[config.mk]
export PLATFORM = sky130hd
export DESIGN_NAME = multi_dataflow_ctrl_fsm
export DESIGN_NICKNAME = d
export VERILOG_FILES = /design/src/rtl/multi_dataflow_ctrl_fsm_pkg.sv /design/src/rtl/multi_dataflow_addr_upd.sv /design/src/rtl/multi_dataflow_ctrl_fsm.sv
export SDC_FILE = /design/constraint.sdc
export NUM_CORES = 1
export LEC_CHECK = 0
export ABC_CLOCK_PERIOD_IN_PS = 8270
export CELL_PAD_IN_SITES_DETAIL_PLACEMENT = 1
export CELL_PAD_IN_SITES_GLOBAL_PLACEMENT = 2
export CORE_UTILIZATION = 34
export CTS_CLUSTER_SIZE = 40
export DETAILED_ROUTE_END_ITERATION = 7
export DONT_BUFFER_PORTS = 1
export PLACE_DENSITY = 0.76
export REMOVE_ABC_BUFFERS = 1
export SKIP_CTS_REPAIR_TIMING = 1
export SLEW_MARGIN = 20
export SYNTH_ARGS = -nofsm -noshare
export SYNTH_HDL_FRONTEND = slang
export SYNTH_SLANG_ARGS = --single-unit
[constraint.sdc]
create_clock -name clk_i -period 8.27 [get_ports clk_i]
set_input_delay 0 -clock clk_i [delete_from_list [all_inputs] [get_ports clk_i]]
set_output_delay 0 -clock clk_i [all_outputs]
set_load 0.01 [all_outputs]
[src/rtl/multi_dataflow_ctrl_fsm_pkg.sv]
// State encoding and control/status bundles for the multi-stream dataflow FSM.
// Bundle fields are sized for the largest supported configuration.
package multi_dataflow_package;

   localparam int unsigned MAX_STREAMS  = 16;
   localparam int unsigned MAX_ADDR_W   = 64;
   localparam int unsigned MAX_STRIDE_W = 32;
   localparam int unsigned MAX_ITER_W   = 32;

   typedef enum logic [2:0] {
      IDLE,
      START,
      COMPUTE,
      WAIT,
      UPDATEIDX,
      TERMINATE
   } state_fsm_t;

   typedef struct packed {
      logic [MAX_ITER_W-1:0]                     nb_iter;
      logic [MAX_STREAMS-1:0][MAX_ADDR_W-1:0]    base;
      logic [MAX_STREAMS-1:0][MAX_STRIDE_W-1:0]  stride;
   } ctrl_dataflow_fsm_t;

   typedef struct packed {
      logic                  busy;
      logic                  done;
      logic                  err;
      logic [MAX_ITER_W-1:0] iter_idx;
   } flags_dataflow_fsm_t;

   // A tile count of zero still runs one tile.
   function automatic logic [MAX_ITER_W-1:0] eff_iter(
      input logic [MAX_ITER_W-1:0] n
   );
      return (n == '0) ? MAX_ITER_W'(1) : n;
   endfunction

endpackage

[src/rtl/multi_dataflow_addr_upd.sv]
// One stream address register: clear, load from base, or step by the tile stride.
// The step wraps modulo 2^ADDR_WIDTH; the stride is zero-extended.
module multi_dataflow_addr_upd #(
   parameter int unsigned ADDR_WIDTH   = 32,
   parameter int unsigned STRIDE_WIDTH = 16
) (
   input  logic                    clk,
   input  logic                    rst_n,
   input  logic                    clear,
   input  logic                    load,
   input  logic                    step,
   input  logic [ADDR_WIDTH-1:0]   base,
   input  logic [STRIDE_WIDTH-1:0] stride,
   output logic [ADDR_WIDTH-1:0]   addr
);

   logic [ADDR_WIDTH-1:0] addr_d;

   always_comb begin
      addr_d = addr;
      unique case (1'b1)
         clear:   addr_d = '0;
         load:    addr_d = base;
         step:    addr_d = addr + ADDR_WIDTH'(stride);
         default: addr_d = addr;
      endcase
   end

   always_ff @(posedge clk or negedge rst_n) begin
      if (!rst_n) addr <= '0;
      else        addr <= addr_d;
   end

endmodule

[src/rtl/multi_dataflow_ctrl_fsm.sv]
// Multi-stream, multi-tile HWPE dataflow control FSM.
// Optional watchdog: define HWPE_DATAFLOW_FSM_WATCHDOG_EN.
module multi_dataflow_ctrl_fsm
   import multi_dataflow_package::*;
#(
   parameter int unsigned N_IN           = 3,
   parameter int unsigned N_OUT          = 1,
   parameter int unsigned ADDR_WIDTH     = 32,
   parameter int unsigned STRIDE_WIDTH   = 16,
   parameter int unsigned ITER_WIDTH     = 16,
   parameter int unsigned TIMEOUT_CYCLES = 4096
) (
   input  logic                                    clk_i,
   input  logic                                    rst_ni,
   input  logic                                    clear_i,
   input  logic                                    start_i,
   input  logic [ITER_WIDTH-1:0]                   nb_iter_i,
   input  logic [(N_IN+N_OUT)*ADDR_WIDTH-1:0]      base_addr_i,
   input  logic [(N_IN+N_OUT)*STRIDE_WIDTH-1:0]    tile_stride_i,
   output logic [N_IN-1:0]                         src_req_o,
   output logic [N_OUT-1:0]                        sink_req_o,
   output logic [(N_IN+N_OUT)*ADDR_WIDTH-1:0]      stream_addr_o,
   input  logic [N_IN-1:0]                         src_done_i,
   input  logic [N_OUT-1:0]                        sink_done_i,
   output logic                                    engine_start_o,
   input  logic                                    engine_done_i,
   output logic [ITER_WIDTH-1:0]                   iter_idx_o,
   output logic                                    busy_o,
   output logic                                    done_o,
   output logic                                    err_o
);

   localparam int unsigned NS = N_IN + N_OUT;

   state_fsm_t            state_q, state_d;
   ctrl_dataflow_fsm_t    ctrl;
   flags_dataflow_fsm_t   flags;

   logic [MAX_ITER_W-1:0] nb_iter_q;
   logic [MAX_ITER_W-1:0] iter_q;
   logic [N_IN-1:0]       src_flag;
   logic [N_OUT-1:0]      sink_flag;
   logic                  eng_flag;
   logic                  load;
   logic                  step;
   logic                  last;
   logic                  comp_ok;
   logic                  sink_ok;
   logic                  timeout;
   logic                  err;
   logic                  unused_bits;

   always_comb begin
      ctrl = '0;
      ctrl.nb_iter[ITER_WIDTH-1:0] = nb_iter_i;
      for (int i = 0; i < NS; i++) begin
         ctrl.base[i][ADDR_WIDTH-1:0] =
            base_addr_i[i*ADDR_WIDTH +: ADDR_WIDTH];
         ctrl.stride[i][STRIDE_WIDTH-1:0] =
            tile_stride_i[i*STRIDE_WIDTH +: STRIDE_WIDTH];
      end
   end

   assign load = (state_q == IDLE) && start_i && !clear_i;
   assign step = (state_q == UPDATEIDX) && !clear_i;
   assign last = ((iter_q + MAX_ITER_W'(1)) == nb_iter_q);

   // A done pulse counts in the same cycle it arrives.
   assign comp_ok = (&(src_flag | src_done_i)) && (eng_flag || engine_done_i);
   assign sink_ok = &(sink_flag | sink_done_i);

   always_ff @(posedge clk_i or negedge rst_ni) begin
      if (!rst_ni) state_q <= IDLE;
      else         state_q <= state_d;
   end

   always_comb begin
      state_d = state_q;
      if (clear_i) begin
         state_d = IDLE;
      end else begin
         unique case (state_q)
            IDLE:      if (start_i) state_d = START;
            START:     state_d = COMPUTE;
            COMPUTE: begin
               if (timeout)      state_d = TERMINATE;
               else if (comp_ok) state_d = WAIT;
            end
            WAIT: begin
               if (timeout)      state_d = TERMINATE;
               else if (sink_ok) state_d = UPDATEIDX;
            end
            UPDATEIDX: state_d = last ? TERMINATE : START;
            TERMINATE: state_d = IDLE;
            default:   state_d = IDLE;
         endcase
      end
   end

   // Completion flags are sticky within a tile and reset at each START.
   always_ff @(posedge clk_i or negedge rst_ni) begin
      if (!rst_ni) begin
         src_flag  <= '0;
         sink_flag <= '0;
         eng_flag  <= 1'b0;
      end else if (clear_i || state_q == START) begin
         src_flag  <= '0;
         sink_flag <= '0;
         eng_flag  <= 1'b0;
      end else if (state_q == COMPUTE) begin
         src_flag  <= src_flag | src_done_i;
         sink_flag <= sink_flag | sink_done_i;
         eng_flag  <= eng_flag | engine_done_i;
      end else if (state_q == WAIT) begin
         sink_flag <= sink_flag | sink_done_i;
      end
   end

   always_ff @(posedge clk_i or negedge rst_ni) begin
      if (!rst_ni) begin
         iter_q    <= '0;
         nb_iter_q <= '0;
      end else if (clear_i) begin
         iter_q    <= '0;
         nb_iter_q <= '0;
      end else if (load) begin
         iter_q    <= '0;
         nb_iter_q <= eff_iter(ctrl.nb_iter);
      end else if (step && !last) begin
         iter_q    <= iter_q + MAX_ITER_W'(1);
      end
   end

`ifdef HWPE_DATAFLOW_FSM_WATCHDOG_EN
   localparam int unsigned CNT_W = $clog2(TIMEOUT_CYCLES + 1);

   logic [CNT_W-1:0] wd_cnt;
   logic             err_q;
   logic             active;

   assign active  = (state_q == COMPUTE) || (state_q == WAIT);
   assign timeout = active && (wd_cnt == CNT_W'(TIMEOUT_CYCLES - 1));
   assign err     = err_q;

   always_ff @(posedge clk_i or negedge rst_ni) begin
      if (!rst_ni)                            wd_cnt <= '0;
      else if (clear_i || state_q == START)   wd_cnt <= '0;
      else if (active)                        wd_cnt <= wd_cnt + CNT_W'(1);
   end

   always_ff @(posedge clk_i or negedge rst_ni) begin
      if (!rst_ni)                err_q <= 1'b0;
      else if (clear_i || load)   err_q <= 1'b0;
      else if (timeout)           err_q <= 1'b1;
   end
`else
   localparam int unsigned unused_timeout = TIMEOUT_CYCLES;

   assign timeout = 1'b0;
   assign err     = 1'b0;
`endif

   always_comb begin
      flags          = '0;
      flags.busy     = (state_q != IDLE);
      flags.done     = (state_q == TERMINATE);
      flags.err      = err;
      flags.iter_idx = iter_q;
      src_req_o      = '0;
      sink_req_o     = '0;
      engine_start_o = 1'b0;
      if (state_q == START) begin
         src_req_o      = '1;
         sink_req_o     = '1;
         engine_start_o = 1'b1;
      end
   end

   assign busy_o      = flags.busy;
   assign done_o      = flags.done;
   assign err_o       = flags.err;
   assign iter_idx_o  = flags.iter_idx[ITER_WIDTH-1:0];
   assign unused_bits = ^{ctrl, flags};

   for (genvar g = 0; g < NS; g++) begin : g_stream
      multi_dataflow_addr_upd #(
         .ADDR_WIDTH   (ADDR_WIDTH),
         .STRIDE_WIDTH (STRIDE_WIDTH)
      ) i_addr_upd (
         .clk    (clk_i),
         .rst_n  (rst_ni),
         .clear  (clear_i),
         .load   (load),
         .step   (step),
         .base   (ctrl.base[g][ADDR_WIDTH-1:0]),
         .stride (ctrl.stride[g][STRIDE_WIDTH-1:0]),
         .addr   (stream_addr_o[g*ADDR_WIDTH +: ADDR_WIDTH])
      );
   end

endmodule

==> insert_results.sql <==
INSERT INTO impl_metrics (metric_group, metric, value, unit) VALUES
('sta', 'timing_limited_maximum_frequency', '223.4', 'MHz'),
('layout', 'ratio_of_cells_with_drive_above_1_in_the_final_layout', '0.04669', ''),
('setup_path', 'critical_path.n_buffers_inverters', '0', ''),
('sta', 'holdWs', '-0.04155', 'ns'),
('drt', 'route.detailed.drc', '0', ''),
('worst_hold_path', 'min_delay_path_depth', '3', ''),
('setup_path', 'end_kind', 'flip-flop', ''),
('clocking', 'clock_insertion_delay_worst_skew', '0.50', 'ns'),
('clocking', 'cts-root-buf', 'sky130_fd_sc_hd__clkbuf_16', ''),
('setup_path', 'required', '8.71', 'ns'),
('sta', 'rsz_0062_raised_after_global_routing', 'false', ''),
('global_route', 'grt_pass1_vias', '12280', ''),
('layout', 'final_area', '16070', 'um2'),
('setup_path', 'crit_slowest_cell', 'sky130_fd_sc_hd__and4_1', ''),
('drt', 'detail_route.wirelength', '50730', 'um'),
('power', 'total_power_divided_by_cell_area', '169.3', 'nW/um2'),
('place', 'post_dp_hpwl', '33570', 'um'),
('drt', 'vias_per_cell', '5.925', ''),
('clocking', 'path_clk_slew', '0.08', 'ns'),
('layout', 'final.fill_count', '4432', ''),
('setup_path', 'worst_setup_path_start_kind', 'flip-flop', ''),
('clocking', 'clock-sinks', '184', ''),
('synthesis', 'synth.largest_area_cell', 'sky130_fd_sc_hd__dfrtp_1', ''),
('floorplan', 'design.die.area', '39900', 'um2'),
('setup_path', 'worst-r2r-cell-count', '10', ''),
('drt', 'drt-wirelength-per-cell', '23.38', 'um'),
('sta', 'finalHoldViolations', '6', ''),
('setup_path', 'ff2ff_setup_slack', '3.79', 'ns'),
('job', 'drv.max_cap_violation_count', '0', ''),
('synthesis', 'synthesis.area_per_instance', '8.730', 'um2'),
('synthesis', 'ys_ff_latch', '184', ''),
('setup_path', 'timing.rr.end', 'iter_q[0]', ''),
('place', 'placement.cell_area', '13520', 'um2'),
('global_route', 'first_pass_grt_wire_length', '73130', 'um'),
('global_route', 'grt_start_max_net_pins', '185', ''),
('worst_hold_path', 'hold_path.startpoint', 'tile_stride_i[23]', ''),
('floorplan', 'initial_core_util', '0.3440', ''),
('global_route', 'grt-ovfl-total', '0', ''),
('power', 'p_leak', '0.006853', 'uW'),
('setup_path', 'critical_path_arrival', '4.91', 'ns'),
('run_status', 'violations', 'negative hold slack', ''),
('synthesis', 'ys_seq_area_frac', '0.3463', ''),
('worst_hold_path', 'holdPathEnd', 'g_stream[1].i_addr_upd.addr[7]', ''),
('synthesis', 'synth_enable_flop_cells', '0', ''),
('floorplan', 'die_span_y', '199.7', 'um'),
('setup_path', 'critPathMaxStageDelay', '0.81', 'ns'),
('place', 'buffer_ports.inserted', '0', ''),
('setup_path', 'crit_chain', 'ha_1 > and4_1 > nand4_1 > a21oi_1 > a211oi_1 > a2111oi_0 > and4_1 > nor2_8 > nor2_2 > mux2_2', ''),
('synthesis', 'ys_dominant_reg_cell', 'sky130_fd_sc_hd__dfrtp_1', ''),
('floorplan', 'rows', '72', ''),
('sta', 'setup_viol_count_final', '0', ''),
('setup_path', 'crit_path_max_fo', '37', ''),
('synthesis', 'yosys.area.top_type_share', '0.3463', ''),
('synthesis', 'async_reset_ff_frac', '1.000', ''),
('sta', 'worst_slew_margin_rel', '0.1983', ''),
('sta', 'timing_worst_slew_pin_value', '1.192', 'ns'),
('place', 'final_weighted_congestion_in_routability_driven_placement', '0.8686', ''),
('sta', 'final-max-slew-violation-count', '0', ''),
('synthesis', 'yosysUniqueCellTypes', '84', ''),
('power', 'vdd_ir_drop_max', '0.1891', 'mV'),
('clocking', 'cts-htree-levels', '4', ''),
('setup_path', 'critPathTopFamily', 'simple AND/OR/NAND/NOR gates', ''),
('drt', 'drtIter0Drc', '560', ''),
('drt', 'vias', '12860', ''),
('drt', 'firstDrtPassIters', '5', ''),
('run_status', 'run_status', 'finished, violations left', ''),
('setup_path', 'timing.critical_path.mode_cell', 'sky130_fd_sc_hd__and4_1', ''),
('sta', 'fin_crit_sh', '0.5413', ''),
('drt', 'drt.antenna.violating_nets', '0', ''),
('setup_path', 'crit-reg2reg-launch', 'iter_q[0]', ''),
('setup_path', 'critical_path_class', 'flip-flop to flip-flop', '');
## tightest hold or removal path: cells and delay by family
family | cells | cell delay [ns]
fa+ha+maj | 1 | 0.19
compound gates | 1 | 0.13
xor+xnor | 1 | 0.09
## cells in the final DEF, fill, tap and decap left out, types with 29 or more instances in the layout
cell type	synthesis	final
sky130_fd_sc_hd__xor2_1	46	46
sky130_fd_sc_hd__nor2_1	96	95
sky130_fd_sc_hd__a21oi_1	83	82
sky130_fd_sc_hd__dfrtp_1	184	184
sky130_fd_sc_hd__and3_1	29	29
sky130_fd_sc_hd__inv_1	44	44
sky130_fd_sc_hd__o21ai_0	119	119
sky130_fd_sc_hd__dlygate4sd3_1	0	191
sky130_fd_sc_hd__nand2_1	138	137
sky130_fd_sc_hd__nand3_1	57	57
sky130_fd_sc_hd__a22oi_1	46	46
sky130_fd_sc_hd__ha_1	65	65
sky130_fd_sc_hd__nor3_1	42	41
sky130_fd_sc_hd__xnor2_1	37	37
## cell type report
class	count	area [um2]	area share
multi-input cells	1185	8008	0.4982
flip-flops and latches	184	4604	0.2865
repair buffers	204	2029	0.1263
well taps	518	648.1	0.04033
clock buffers	19	442.9	0.02756
clock inverters	13	166.4	0.01035
inverters	44	165.2	0.01028
diodes	3	7.507	0.0004671
## layer usage
layer,GRT usage,up-vias,share of wire
met5,0,-,0
met4,0.08001,0,0.019
met3,0.09358,54,0.069
met2,0.3894,342,0.48
met1,0.2984,6540,0.43
li1,-,5921,-
## per-stage QoR
stage | power [uW] | utilization | TNS (ns) | cells
floorplan | 1525 | - | -32.40 | 1413
global placement | 1679 | 0.3497 | 0 | 1943
detailed placement | 1696 | 0.3497 | 0 | 1943
CTS | 2636 | 0.3655 | 0 | 1975
global route | 2856 | 0.4159 | 0 | 2170
finish | 2721 | 0.4159 | 0 | 2170
## Yosys cell counts, drive strengths merged, types with 24 or more instances
cell type / instances
dfrtp: 184
nand2: 139
o21ai: 122
nor2: 98
a21oi: 83
ha: 65
clkbuf: 64
nand3: 59
a22oi: 46
buf: 46
xor2: 46
inv: 44
nor3: 43
xnor2: 37
and3: 29
mux2i: 27
nand4: 26
nor4: 24
o211ai: 24
## how the worst max path moves through the flow
| stage | depth (start not counted) | to | startpoint | slack [ns] |
|---|---|---|---|---|
| after floorplan | 5 | g_stream[2].i_addr_upd.addr[16] | state_q[1] | -0.93 |
| after global placement | 10 | iter_q[8] | iter_q[0] | 3.92 |
| after detailed placement | 10 | iter_q[8] | iter_q[0] | 3.89 |
| after CTS | 10 | iter_q[0] | iter_q[0] | 3.87 |
| after global routing | 10 | iter_q[8] | iter_q[0] | 3.47 |
| final | 10 | iter_q[0] | iter_q[0] | 3.79 |
## flip-flops by register name, indices dropped and copies added, names as in the netlist
register	count
state_q	3
g_stream.i_addr_upd.addr	128
nb_iter_q	16
iter_q	32
eng_flag	1
sink_flag	1
src_flag	3
## power breakdown
group | internal [uW] | switching [uW]
clock | 487 | 430
sequential | 974 | 152
combinational | 298 | 379
## kinds of logic after synthesis
group / Yosys count / synth area share
muxes: 36 / 0.02795
other: 1 / 0.0002821
AOI/OAI and AO/OA: 484 / 0.2486
xor gates and xnor gates: 83 / 0.05468
DFF: 184 / 0.3463
and+or+nand+nor: 512 / 0.2006
buffers and inverters: 154 / 0.05430
adders and majority gates: 69 / 0.06719
Power figures use the tool's default switching activity.
